===== src/rtl/afu_command_credit_arbiter_pkg.sv =====
// rtl/afu_command_credit_arbiter_pkg.sv - shared AFU command priorities, credit pools and class map
package GLOBALS_AFU_PKG;

  localparam int AFU_NUM_REQ             = 6;
  localparam int PRIORITY_RESTART        = 0;
  localparam int PRIORITY_WED            = 1;
  localparam int PRIORITY_WRITE          = 2;
  localparam int PRIORITY_PREFETCH_WRITE = 3;
  localparam int PRIORITY_READ           = 4;
  localparam int PRIORITY_PREFETCH_READ  = 5;

  localparam int CREDITS_READ  = 32;
  localparam int CREDITS_WRITE = 32;

  typedef enum logic {
    CMD_CLASS_READ  = 1'b0,
    CMD_CLASS_WRITE = 1'b1
  } cmd_class_t;

  // Bit set = requester consumes a write-class credit.
  localparam logic [AFU_NUM_REQ-1:0] WRITE_CLASS_MASK =
    AFU_NUM_REQ'((1 << PRIORITY_WRITE) | (1 << PRIORITY_PREFETCH_WRITE));

endpackage


===== src/rtl/afu_command_credit_arbiter_fixed_priority_arbiter.sv =====
// rtl/afu_command_credit_arbiter_fixed_priority_arbiter.sv - combinational lowest-index one-hot picker
module fixed_priority_arbiter #(
  parameter int N = 6
) (
  input  logic [N-1:0] req_i,
  output logic [N-1:0] gnt_o
);

  // Isolate the lowest set bit.
  assign gnt_o = req_i & (~req_i + N'(1));

endmodule


===== src/rtl/afu_command_credit_arbiter.sv =====
// rtl/afu_command_credit_arbiter.sv - credit-gated fixed-priority arbiter feeding the PSL command port
module afu_command_credit_arbiter #(
  parameter int NUM_REQ       = GLOBALS_AFU_PKG::AFU_NUM_REQ,
  parameter int CMD_BITS      = 128,
  parameter int CREDITS_READ  = GLOBALS_AFU_PKG::CREDITS_READ,
  parameter int CREDITS_WRITE = GLOBALS_AFU_PKG::CREDITS_WRITE
) (
  input  logic                                clock,
  input  logic                                rstn,
  input  logic                                enabled,
  input  logic [NUM_REQ-1:0]                  req_valid,
  input  logic [NUM_REQ*CMD_BITS-1:0]         req_cmd,
  output logic [NUM_REQ-1:0]                  req_grant,
  output logic                                cmd_out_valid,
  output logic [CMD_BITS-1:0]                 cmd_out,
  output logic [2:0]                          cmd_out_src,
  input  logic                                read_credit_return,
  input  logic                                write_credit_return,
  output logic [$clog2(CREDITS_READ+1)-1:0]   read_credits,
  output logic [$clog2(CREDITS_WRITE+1)-1:0]  write_credits,
  output logic                                credit_error
);
  import GLOBALS_AFU_PKG::*;

  localparam int RW = $clog2(CREDITS_READ + 1);
  localparam int WW = $clog2(CREDITS_WRITE + 1);
  localparam logic [NUM_REQ-1:0] WR_MASK = NUM_REQ'(WRITE_CLASS_MASK);

  logic [RW-1:0]       rd_credits_q, rd_credits_d;
  logic [WW-1:0]       wr_credits_q, wr_credits_d;
  logic                err_q, err_d;
  logic                valid_q;
  logic [CMD_BITS-1:0] cmd_q, sel_cmd;
  logic [2:0]          src_q, sel_src;
  logic [NUM_REQ-1:0]  eligible, grant;
  cmd_class_t          req_class [NUM_REQ];
  logic                rd_avail, wr_avail, rd_grant, wr_grant;

  assign rd_avail = (rd_credits_q != '0);
  assign wr_avail = (wr_credits_q != '0);

  always_comb begin
    eligible = '0;
    for (int i = 0; i < NUM_REQ; i++) begin
      req_class[i] = WR_MASK[i] ? CMD_CLASS_WRITE : CMD_CLASS_READ;
      eligible[i]  = rstn & enabled & req_valid[i] &
                     ((req_class[i] == CMD_CLASS_WRITE) ? wr_avail : rd_avail);
    end
  end

  fixed_priority_arbiter #(.N(NUM_REQ)) u_pick (
    .req_i (eligible),
    .gnt_o (grant)
  );

  assign req_grant = grant;
  assign wr_grant  = |(grant & WR_MASK);
  assign rd_grant  = |(grant & ~WR_MASK);

  always_comb begin
    sel_cmd = '0;
    sel_src = '0;
    for (int i = 0; i < NUM_REQ; i++) begin
      if (grant[i]) begin
        sel_cmd = req_cmd[i*CMD_BITS +: CMD_BITS];
        sel_src = 3'(i);
      end
    end
  end

  // Grant and return on the same pool cancel; a return into a full pool is dropped and flagged.
  always_comb begin
    rd_credits_d = rd_credits_q;
    wr_credits_d = wr_credits_q;
    err_d        = err_q;
    case ({rd_grant, read_credit_return})
      2'b10: rd_credits_d = rd_credits_q - RW'(1);
      2'b01: begin
        if (rd_credits_q == RW'(CREDITS_READ)) err_d = 1'b1;
        else rd_credits_d = rd_credits_q + RW'(1);
      end
      default: ;
    endcase
    case ({wr_grant, write_credit_return})
      2'b10: wr_credits_d = wr_credits_q - WW'(1);
      2'b01: begin
        if (wr_credits_q == WW'(CREDITS_WRITE)) err_d = 1'b1;
        else wr_credits_d = wr_credits_q + WW'(1);
      end
      default: ;
    endcase
  end

  always_ff @(posedge clock or negedge rstn) begin
    if (!rstn) begin
      rd_credits_q <= RW'(CREDITS_READ);
      wr_credits_q <= WW'(CREDITS_WRITE);
      err_q        <= 1'b0;
      valid_q      <= 1'b0;
      cmd_q        <= '0;
      src_q        <= '0;
    end else begin
      rd_credits_q <= rd_credits_d;
      wr_credits_q <= wr_credits_d;
      err_q        <= err_d;
      valid_q      <= |grant;
      if (|grant) begin
        cmd_q <= sel_cmd;
        src_q <= sel_src;
      end
    end
  end

  assign cmd_out_valid = valid_q;
  assign cmd_out       = cmd_q;
  assign cmd_out_src   = src_q;
  assign read_credits  = rd_credits_q;
  assign write_credits = wr_credits_q;
  assign credit_error  = err_q;

endmodule


===== config.mk =====
export PLATFORM = sky130hd
export DESIGN_NAME = afu_command_credit_arbiter
export DESIGN_NICKNAME = d
export VERILOG_FILES = /design/src/rtl/afu_command_credit_arbiter_pkg.sv /design/src/rtl/afu_command_credit_arbiter_fixed_priority_arbiter.sv /design/src/rtl/afu_command_credit_arbiter.sv
export SDC_FILE = /design/constraint.sdc
export NUM_CORES = 1
export LEC_CHECK = 0
export CORE_AREA = 2 2 361 363
export DETAILED_ROUTE_END_ITERATION = 7
export DIE_AREA = 0 0 363 365
export DONT_BUFFER_PORTS = 1
export SLEW_MARGIN = 10
export SYNTH_ARGS = -nofsm -noshare
export SYNTH_HDL_FRONTEND = slang
export SYNTH_SLANG_ARGS = --single-unit

===== constraint.sdc =====
create_clock -name clock -period 5.7 [get_ports clock]
set_input_delay 0.57 -clock clock [delete_from_list [all_inputs] [get_ports clock]]
set_output_delay 0.57 -clock clock [all_outputs]
set_load 0.02 [all_outputs]

=== Word-level counts from Yosys, hierarchy flattened ===
Cells that the tools add are included.

* Register bits: 145
* Input port bits: 779
* Output and inout port bits: 151
* Logic and storage cells: 62

* Add/sub/neg operators: 5
* Equality and inequality tests: 8
* Mux-type cells: 19
* Bitwise gates (word level): 15
* Reductions and logical operators: 9

{| class="wikitable"
|+ Operators with widths
! operator !! count
|-
| 2-to-1 mux 128 bit || 6
|-
| one-hot mux 6 bit (2 select lines) || 2
|-
| adder 6 x 1 -> 6 bit, second input constant || 3
|-
| bitwise AND 1 bit || 13
|-
| == test 6 bit, second input constant || 2
|-
| 2-to-1 mux 3 bit || 4
|-
| 2-to-1 mux 6 bit || 2
|-
| nonzero test 6 bit || 2
|-
| subtractor 6 x 1 -> 6 bit, second input constant || 2
|-
| bitwise AND 6 bit || 1
|-
| NOT 6 bit || 1
|-
| OR reduction 6 bit || 1
|-
| 2-to-1 mux 1 bit || 5
|-
| == test 2 x 1 -> 1 bit, second input constant || 2
|-
| == test 2 bit, second input constant || 2
|-
| inequality test 2 bit, second input constant || 2
|-
| AND reduction 2 bit || 2
|-
| nonzero test 2 bit || 2
|-
| OR reduction 4 bit || 1
|-
| OR reduction 2 bit || 1
|}

=== Longest topological paths before layout ===
Gate-level depths: netlist of the first run.

* Depth after elaboration: 12
* Mapped depth: 12

=== Cells and area by module ===
A second synthesis of the first run with hierarchy kept.

* Cells, all modules: 1153
* Area total of the unflattened synthesis: 10476.3 µm²

{| class="wikitable"
|+ Modules (own cells, without submodules)
! module !! times used !! cells each !! area each (µm²) !! seq. area each (µm²)
|-
| afu_command_credit_arbiter || 1 || 1146 || 10417.5 || 3631.0
|-
| fixed_priority_arbiter || 1 || 7 || 58.8 || 0.0
|}

=== Worst setup path before layout of the first run ===
Ideal clock, no wire load.

* Path type: flip-flop to flip-flop
* From: register rd_credits_q[0], in the netlist read_credits[0]
* To: register wr_credits_q[5], in the netlist write_credits[5]
* Setup time: 0.075 ns
* Data arrival time: 2.885 ns
* Data required time: 5.625 ns
* Slack: 2.740 ns
* Cell stages (with the launch flop): 13
* Buffers on the path: 1
* Path through: dfrtp_1 > or4_1 > buf_2 > o21ai_4 > nand4_1 > nand2_2 > ha_1 > a211oi_1 > o21bai_1 > a21oi_1 > nand2b_1 > o22a_1 > mux2i_1

* Word-level cells in the longest chain between the ends: 9
* Elaborated cells on any way between the ends: 13
* Classes of those cells: add/sub (1); eq/ne (3); mux (1); bitwise (4); reduce/logical (4)

{| class="wikitable"
|+ RTL lines
! what !! line !! text
|-
| start: declaration || afu_command_credit_arbiter.sv:29 || <nowiki>logic [RW-1:0] rd_credits_q, rd_credits_d;</nowiki>
|-
| start signal: assignment || afu_command_credit_arbiter.sv:96 || <nowiki>rd_credits_q <= RW'(CREDITS_READ);</nowiki>
|-
| start signal: assignment || afu_command_credit_arbiter.sv:103 || <nowiki>rd_credits_q <= rd_credits_d;</nowiki>
|-
| nonzero test 6 bit * || afu_command_credit_arbiter.sv:39 || <nowiki>assign rd_avail = (rd_credits_q != '0);</nowiki>
|-
| bitwise AND 1 bit || afu_command_credit_arbiter.sv:46 || <nowiki>eligible[i] = rstn & enabled & req_valid[i] &</nowiki>
|-
| NOT 6 bit * || afu_command_credit_arbiter_fixed_priority_arbiter.sv:10 || <nowiki>assign gnt_o = req_i & (~req_i + N'(1));</nowiki>
|-
| adder 6 x 1 -> 6 bit * || afu_command_credit_arbiter_fixed_priority_arbiter.sv:10 ||
|-
| bitwise AND 6 bit * || afu_command_credit_arbiter_fixed_priority_arbiter.sv:10 ||
|-
| OR reduction 2 bit * || afu_command_credit_arbiter.sv:57 || <nowiki>assign wr_grant = |(grant & WR_MASK);</nowiki>
|-
| == test 2 x 1 -> 1 bit or == test 2 bit (tied branches) || afu_command_credit_arbiter.sv:84 || <nowiki>case ({wr_grant, write_credit_return})</nowiki>
|-
| inequality test 2 bit (no source line) or nonzero test 2 bit (tied branches) || - ||
|-
| AND reduction 2 bit (no source line) || - ||
|-
| end signal: assignment || afu_command_credit_arbiter.sv:97 || <nowiki>wr_credits_q <= WW'(CREDITS_WRITE);</nowiki>
|-
| end signal: assignment || afu_command_credit_arbiter.sv:104 || <nowiki>wr_credits_q <= wr_credits_d;</nowiki>
|-
| end: declaration || afu_command_credit_arbiter.sv:30 || <nowiki>logic [WW-1:0] wr_credits_q, wr_credits_d;</nowiki>
|}

Every way passes the cells marked *; elsewhere a longest branch is shown, timed or not.
A chain may end at the register's enable or synchronous reset.

=== Worst setup path in the final report of the first run ===
* From: register rd_credits_q[0], in the netlist read_credits[0]
* To: register rd_credits_q[5], in the netlist read_credits[5]

* Word-level cells in the longest chain between the ends: 9
* Elaborated cells on any way between the ends: 19
* Classes of those cells: add/sub (3); eq/ne (4); mux (2); bitwise (6); reduce/logical (4)

{| class="wikitable"
|+ RTL lines
! what !! line !! text
|-
| nonzero test 6 bit || afu_command_credit_arbiter.sv:39 ||
|-
| bitwise AND 1 bit || afu_command_credit_arbiter.sv:46 ||
|-
| NOT 6 bit || afu_command_credit_arbiter_fixed_priority_arbiter.sv:10 ||
|-
| adder 6 x 1 -> 6 bit || afu_command_credit_arbiter_fixed_priority_arbiter.sv:10 ||
|-
| bitwise AND 6 bit || afu_command_credit_arbiter_fixed_priority_arbiter.sv:10 ||
|-
| OR reduction 4 bit || afu_command_credit_arbiter.sv:58 || <nowiki>assign rd_grant = |(grant & ~WR_MASK);</nowiki>
|-
| == test 2 x 1 -> 1 bit or == test 2 bit (tied branches) || afu_command_credit_arbiter.sv:76 || <nowiki>case ({rd_grant, read_credit_return})</nowiki>
|-
| inequality test 2 bit (no source line) or nonzero test 2 bit (tied branches) || - ||
|-
| AND reduction 2 bit (no source line) || - ||
|}

Several ways; a longest one is shown, not always the timed one. The select of a mux whose other input is x is not followed.

==> qor.csv, run 1 <==
metric;value;unit
outcome;complete, but fails checks;
failed_checks;DRC, hold timing;
drv_slew;0;
antenna_found_initial;101;
fin_nets;2204;
root_buffer;clkbuf_16;
synth_top_area_share;0.311;
yosysTopAreaCell;dfrtp_1;
ys_seq_area_frac;0.316;
rrSetupSlack;1470;ps
drc_errors;7;
wl;124;mm
hold_ws;-43.0;ps
placement_rows;132;
p_leak;4.81;nW
syn-num-nets;2320;
synth_edf_count;0;
cp.arrival;4710;ps
dr.pass1.iters;8;
hpwl;101;mm
port_buffers;0;
die_h;365;um
synth.most_common_cell;nor2_1;
areaGrowthSynthToFinish;21.7;%
wl_per_cell;39.2;um
coreArea;0.129;mm2
fin_crit_sh;0.743;
gp_congestion;1.00;
skew;39.8;ps
via_per_inst;4.51;
stdcell_area;0.0140;mm2
finalPower;4.75;mW
worstSetupEndpointType;flip-flop;
avgSynthCellArea;7.51;um2
worstSetupStartpointType;flip-flop;
fmax;236;MHz
synth_cells;1531;
p_per_area;339;mW/mm2
yosysWarnings;0;
synth.area.top_cells;dfrtp_1 (31%), nor2_1 (11%), a22oi_1 (9.8%);
drt_iter0_drc;1947;
ys_ff_latch;145;
worst_pin_slew;1390;ps
synth_cell_types;62;
required;6170;ps
grt_pass1_vias;12700;
netlist_area;0.0115;mm2
grt_overflow;0;
synth-main-ff-cell;dfrtp_1;
cap_violations;0;
clock_latency;560;ps
timing.setup.tns;0;ps
track_usage;0.177;
htree_levels;4;
finalSetupViolations;0;
cts_resized;0;
max-clock-path-buffers;2;
num_vias;14200;
async_flop_share;1.00;
initial_utilization;0.0894;
placed_area;0.0131;mm2
ant_nets;0;
slew_headroom;0.0761;
die_area;0.132;mm2
netlist_top_cells_count;nor2_1 (345), nand2_1 (178), a22oi_1 (150);
ios;930;
hp-class;in2async;
fp.dieW;363;um
cp_slowest_cell;nor4_1;
cts_buffers;17;
cts_tree;built;
grt_pass1_wl;149;mm
cts.sinks;145;
path_class;reg2reg;
grt_setup_unrepaired;false;
crit_fanout;8;
crit_chain;nor4_1 -> a21oi_4 -> o21ai_1 -> nand2_1 -> ha_1 -> a211oi_1 -> o21bai_1 -> a21oi_1 -> nand2b_1 -> o22a_1 -> mux2i_1;
grt_max_degree;171;
path_clk_slew;80;ps
min_period;4230;ps
hold_viol_final;8;
ir_drop;0.240;mV
layout-drive-gt1-share;0.0602;
cpPeakStageDelay;1110;ps
critical path, delay by kind of cell, from the launching register on:
| kind | cells | cell delay [ps] |
|---|---|---|
| compound gates | 6 | 1460 |
| fa+ha+maj | 1 | 400 |
| simple gates | 3 | 1590 |
| flops | 1 | 540 |
| mux | 1 | 160 |
logic make-up after synthesis:
kind of cell,after synthesis,synth area share
buffers and inverters,166,0.0670
adders and majority gates,10,0.0122
DFF,145,0.316
muxes,9,0.00860
AOI/OAI and AO/OA,620,0.385
xor gates and xnor gates,8,0.00609
and+or+nand+nor,573,0.205
layout make-up:
| type | count | area, um2 |
|---|---|---|
| diodes | 49 | 123 |
| clock buffers | 17 | 425 |
| clock inverters | 15 | 267 |
| fillers | 14800 | 115000 |
| inverters | 5 | 18.8 |
| multi-input cells | 1220 | 7150 |
| flip-flops and latches | 145 | 3630 |
| well taps | 1675 | 2100 |
| repair buffers | 26 | 278 |
cell usage in the layout (no fill, tap or decap), drive strengths merged, types with 26 or more instances in the layout:
master,Yosys,final
nor2,345,345
o221ai,84,84
diode,0,49
a221oi,84,84
nand2,179,179
a22oi,150,150
dfrtp,143,143
buf,72,26
o21ai,138,138
a21oi,94,94
layer usage:
layer	up-vias	track usage	routed length [um]
li1	5614	-	-
met1	7014	0.199	46300
met2	1179	0.266	54200
met3	322	0.112	17800
met4	86	0.0727	4810
met5	-	0	539
flip-flops by register name, summed over array words and instances (netlist names):
signal,flops
cmd_out,128
write_credits,6
cmd_out_src,3
credit_error,1
read_credits,6
cmd_out_valid,1
metrics by stage:
| step | hold WS [ps] | cells | utilization | setup WS [ps] |
|---|---|---|---|---|
| after CTS | 68.6 | 3103 | 0.108 | 1530 |
| after global placement | 281 | 3070 | 0.102 | 1590 |
| final | -43.0 | 3152 | 0.109 | 1470 |
| after detailed placement | 283 | 3070 | 0.102 | 1630 |
| after global routing | 6.16 | 3126 | 0.108 | 1270 |
| after floorplan | 274 | 1531 | - | 2740 |
worst paths after layout:
check,endpoint,startpoint,cells past startpoint
worst max-delay path,read_credits[5]$_DFFE_PN1P_,read_credits[0]$_DFFE_PN0P_,11
worst min-delay path,cmd_out[101]$_DFFE_PN0P_,rstn,1
worst max register to register,read_credits[5]$_DFFE_PN1P_,read_credits[0]$_DFFE_PN0P_,11
worst min register to register,read_credits[5]$_DFFE_PN1P_,read_credits[5]$_DFFE_PN1P_,1
max in group asynchronous,cmd_out[32]$_DFFE_PN0P_,rstn,1
min in group clock,cmd_out[97]$_DFFE_PN0P_,req_cmd[609],2
repair_timing:
item / in CTS / in global routing
hold buffers: 1 / 0
setup buffers: 0 / 0
hold endpoints to repair: 145 / 0
power breakdown:
part / internal [mW] / switching [mW]
Clock: 0.838 / 0.673
Combinational: 0.477 / 0.669
Sequential: 1.26 / 0.828
No activity file was read; power rests on OpenSTA's default activity.
==> run 2, diff against run 1 <==
==> constraint.sdc (replaced) <==
create_clock -name clock -period 3.6 [get_ports clock]
set_input_delay 0.36 -clock clock [delete_from_list [all_inputs] [get_ports clock]]
set_output_delay 0.36 -clock clock [all_outputs]
set_load 0.02 [all_outputs]
==> run 2 against run 1 <==
  * The flow now finishes without violations
  * Via count is 5.7% higher
  * Sequential cell count stayed put
  * Routed wire length is 0.44% higher
  * Total power is 59% higher
  * Clock power is 42% higher
  * Combinational power is 92% higher
  * Fmax is 25% higher
  * Sequential power is 54% higher
  * Critical endpoint is now cmd_out[108]$_DFFE_PN0P_
  * Largest power group unchanged
  * Highest routed layer unchanged
==> qor.csv, run 2 (synthesis gave the netlist of run 1 again) <==
metric;value;unit
outcome;complete, no violations;
hpwl;101;mm
timing.setup.tns;0;ps
cts_resized;0;
ios;930;
gp_congestion;0.970;
cap_violations;0;
fmax;295;MHz
cts.sinks;145;
clock_latency;550;ps
hold_ws;48.1;ps
required;4060;ps
min_period;3390;ps
areaGrowthSynthToFinish;38.9;%
grt_setup_unrepaired;false;
cp.arrival;3850;ps
die_area;0.132;mm2
antenna_found_initial;102;
worst_pin_slew;1150;ps
fp.dieW;363;um
finalPower;7.57;mW
crit_fanout;49;
drc_errors;0;
fin_nets;2405;
slew_headroom;0.235;
hp-class;in2reg;
grt_pass1_vias;13700;
placement_rows;132;
coreArea;0.129;mm2
num_vias;15000;
wl_per_cell;36.9;um
hold_viol_final;0;
initial_utilization;0.0894;
port_buffers;0;
finalSetupViolations;0;
fin_util;0.124;
stdcell_area;0.0160;mm2
cts_buffers;17;
grt_max_degree;168;
die_h;365;um
ir_drop;0.295;mV
layout_commonest_cell;nor2_1;
grt_pass1_wl;151;mm
largest_reg_flops;128;
htree_levels;4;
fin_crit_sh;0.943;
drv_slew;0;
via_per_inst;4.47;
worstSetupEndpointType;flip-flop;
ant_nets;0;
path_class;reg2reg;
drt_iter0_drc;2109;
wl;124;mm
final_cell_mix;nor2_1 (345), nand2_1 (177), dlygate4sd3_1 (157);
grt_overflow;0;
p_per_area;474;mW/mm2
p_leak;5.50;nW
cts_tree;built;
skew;20.2;ps
layout-drive-gt1-share;0.0786;
placed_area;0.0136;mm2
dr.pass1.iters;6;
max-clock-path-buffers;2;
path_clk_slew;90;ps
root_buffer;clkbuf_16;
track_usage;0.178;
worstSetupStartpointType;flip-flop;
[run 2: worst paths after layout]
| kind | slack, ps | cells past startpoint | to | startpoint |
|---|---|---|---|---|
| worst max-delay path | 210 | 8 | cmd_out[108]$_DFFE_PN0P_ | read_credits[2]$_DFFE_PN0P_ |
| worst min-delay path | 50 | 2 | cmd_out[3]$_DFFE_PN0P_ | req_cmd[387] |
| worst max register to register | 210 | 8 | cmd_out[108]$_DFFE_PN0P_ | read_credits[2]$_DFFE_PN0P_ |
| worst min register to register | 590 | 1 | write_credits[5]$_DFFE_PN1P_ | write_credits[5]$_DFFE_PN1P_ |
| max in group asynchronous | 2120 | 2 | cmd_out[111]$_DFFE_PN0P_ | rstn |
| min in group asynchronous | 530 | 2 | cmd_out[79]$_DFFE_PN0P_ | rstn |
[run 2: timing repair]
item                      4_1_cts  5_1_grt
hold buffers                  159        0
hold endpoints to repair      231        0
buffers inserted                0        0
[run 2: cell type report]
type,instances,area (um2)
Clock inverter,11,154
Multi-Input combinational cell,1220,7150
Sequential cell,145,3630
Inverter,5,18.8
Clock buffer,21,460
Timing Repair Buffer,227,2310
Antenna cell,59,148
Fill cell,14900,113000
Tap cell,1675,2100
[run 2: power by group]
part	internal, mW	switching (mW)	total (mW)
combinational	0.967	1.24	2.21
clock	1.13	1.02	2.15
sequential	2.00	1.21	3.21
[run 2: metrics by stage]
step	std cells	setup WS (ps)
2_1_floorplan	1531	640
3_3_place_gp	3113	234
3_5_place_dp	3113	318
4_1_cts	3304	201
5_1_grt	3332	22.2
6_report	3363	205
[run 2: layer usage]
| metal | wire, um | global-route usage |
|---|---|---|
| met5 | 331 | 0.00944 |
| met4 | 4270 | 0.0693 |
| met3 | 17700 | 0.107 |
| met2 | 54700 | 0.270 |
| met1 | 47200 | 0.202 |
[run 2: worst max-delay path, stage by stage, from the launching register on]
cell	delay, ps
dfrtp_1	450
or4_1	660
o21ai_4	280
and4_4	570
buf_12	300
buf_4	200
a221oi_1	90
dlygate4sd3_1	610
o21ai_0	80
==> run 3, diff against run 2 <==
--- a/config.mk
+++ b/config.mk
@@ -5,11 +5,12 @@
 export SDC_FILE = /design/constraint.sdc
 export NUM_CORES = 1
 export LEC_CHECK = 0
-export CORE_AREA = 2 2 361 363
+export CORE_AREA = 2 2 365 367
 export DETAILED_ROUTE_END_ITERATION = 7
-export DIE_AREA = 0 0 363 365
+export DIE_AREA = 0 0 367 369
 export DONT_BUFFER_PORTS = 1
 export SLEW_MARGIN = 10
 export SYNTH_ARGS = -nofsm -noshare
 export SYNTH_HDL_FRONTEND = slang
+export SYNTH_HIERARCHICAL = 1
 export SYNTH_SLANG_ARGS = --single-unit
==> run 3 against run 2 <==
  * Cell area up 6.3%
  * Routed wire length down 6.6%
  * Setup slack worse by 130 ps
  * Critical endpoint is now read_credits[4]$_DFFE_PN0P_
  * Largest cell class unchanged
  * Largest power group unchanged
  * Highest routed layer unchanged
==> qor.csv, run 3 <==
metric;value;unit
synth_cells;1153;
cts_buffers;17;
stdcell_area;0.0170;mm2
grt_setup_unrepaired;true;
die_h;369;um
ys_seq_area_frac;0.347;
path_clk_slew;80;ps
wl;116;mm
p_leak;5.58;nW
final_cell_mix;a22oi_1 (383), o21ai_0 (254), dlygate4sd3_1 (238);
worst_pin_slew;977;ps
layout-drive-gt1-share;0.177;
drt_iter0_drc;1074;
crit_start;write_credits[4]$_DFFE_PN0P_;
layout_commonest_cell;a22oi_1;
hold_viol_final;0;
async_flop_share;1.00;
cts.sinks;145;
drc_errors;0;
finalSetupViolations;0;
port_buffers;0;
hp-class;in2reg;
fin_util;0.129;
netlist_area;0.0105;mm2
synth_cell_types;47;
post-place-cells;2957;
antenna_found_initial;91;
ys_ff_latch;145;
root_buffer;clkbuf_16;
min_period;3520;ps
wl_per_cell;35.6;um
ir_drop;0.295;mV
max-clock-path-buffers;2;
initial_utilization;0.0799;
fin_nets;2256;
path_class;reg2reg;
die_area;0.135;mm2
clock_latency;550;ps
placement_rows;133;
grt_pass1_vias;12100;
num_vias;12800;
crit_fanout;5;
synth.most_common_cell;a22oi_1;
cts_tree;built;
synth_edf_count;0;
synth.area.top_cells;dfrtp_1 (34%), a22oi_1 (28%), o21ai_0 (12%);
yosysWarnings;6;
synth_top_area_share;0.342;
grt_max_degree;146;
gp_congestion;0.935;
syn-num-nets;1940;
stdcell_count;3262;
track_usage;0.162;
p_per_area;494;mW/mm2
coreArea;0.131;mm2
skew;19.9;ps
htree_levels;4;
outcome;complete, no violations;
placed_area;0.0137;mm2
largest_reg_flops;128;
yosysTopAreaCell;dfrtp_1;
avgSynthCellArea;9.09;um2
netlist_top_cells_count;a22oi_1 (384), o21ai_0 (258), dfrtp_1 (143);
worstSetupEndpointType;flip-flop;
grt_overflow;0;
synth-main-ff-cell;dfrtp_1;
ant_nets;0;
cap_violations;0;
areaGrowthSynthToFinish;62.0;%
dr.pass1.iters;7;
worstHoldStart;req_cmd[548];
slew_headroom;0.349;
ios;930;
via_per_inst;3.92;
fin_crit_sh;0.978;
rr_startpoint;write_credits[4]$_DFFE_PN0P_;
cp.arrival;3940;ps
fp.dieW;367;um
fmax;284;MHz
required;4020;ps
hpwl;98.1;mm
hold_ws;66.6;ps
worstSetupStartpointType;flip-flop;
grt_pass1_wl;140;mm
drv_slew;0;
## run 3: critical path: stages (launching register included)
cell	delay, ps
dfrtp_2	400
or4_4	560
o311ai_4	290
nor2_2	100
nor4_4	330
and3b_4	260
nor4_4	40
buf_4	140
and2_4	170
xnor2_1	170
ha_2	230
o31ai_1	70
a31oi_1	170
nor2_1	80
xnor2_1	120
mux2_2	260
## run 3: cell type report
| class | instances | area [um2] |
|---|---|---|
| Timing Repair Buffer | 429 | 4160 |
| Clock buffer | 18 | 429 |
| Tap cell | 1755 | 2200 |
| Inverter | 5 | 21.3 |
| Multi-Input combinational cell | 871 | 6340 |
| Clock inverter | 14 | 128 |
| Fill cell | 15100 | 114000 |
| Antenna cell | 25 | 62.6 |
| Sequential cell | 145 | 3630 |
## run 3: per-stage QoR
| step | worst slack (ps) | setup TNS, ps | total power [mW] |
|---|---|---|---|
| 2_1_floorplan | 2.96 | 0 | 4.47 |
| 3_3_place_gp | -17.8 | -29.7 | 6.17 |
| 3_5_place_dp | -28.8 | -32.4 | 6.21 |
| 4_1_cts | 2.79 | 0 | 8.54 |
| 5_1_grt | -52.7 | -91.3 | 8.92 |
| 6_report | 78.5 | 0 | 8.39 |
## run 3: cell families (layout without fill, tap and decap cells)
family	Yosys count	count (layout)	share of synthesized area
other cells	0	25	0
compound gates	669	669	0.418
mux	135	135	0.130
fa+ha+maj	8	8	0.0103
simple gates	49	49	0.0274
flops	145	145	0.347
buf+inv	137	466	0.0600
xor+xnor	10	10	0.00836
## run 3: path summary, 6_finish.rpt
path,cells after the start,end,slack (ps)
setup / recovery,15,read_credits[4]$_DFFE_PN0P_,80
hold / removal,2,cmd_out[36]$_DFFE_PN0P_,70
setup reg to reg,15,read_credits[4]$_DFFE_PN0P_,80
hold reg to reg,1,cmd_out_src[2]$_DFFE_PN0P_,660
max in group asynchronous,2,cmd_out[13]$_DFFE_PN0P_,2260
min in group asynchronous,2,write_credits[3]$_DFFE_PN0P_,550
## run 3: power breakdown
group	switching [mW]	internal (mW)	total, mW
registers	1.56	2.14	3.71
logic	1.50	1.26	2.76
clock network	1.02	0.902	1.92
total	4.08	4.30	8.39
## run 3: repair_timing
item                                    in CTS  in global routing
setup buffers                                0                  6
hold buffers                               239                  0
pin swaps                                    1                 12
endpoints found under the hold margin      273                  0
gates cloned                                 0                  3
endpoints found under the setup margin       3                 64
resized for setup                            2                 29
## run 3: per-layer routing
metal	track usage	wire, um	vias to the layer above
met5	0	397	-
met4	0.0469	2930	60
met3	0.0921	15200	200
met2	0.251	52300	933
met1	0.188	45300	6343
li1	-	-	5267
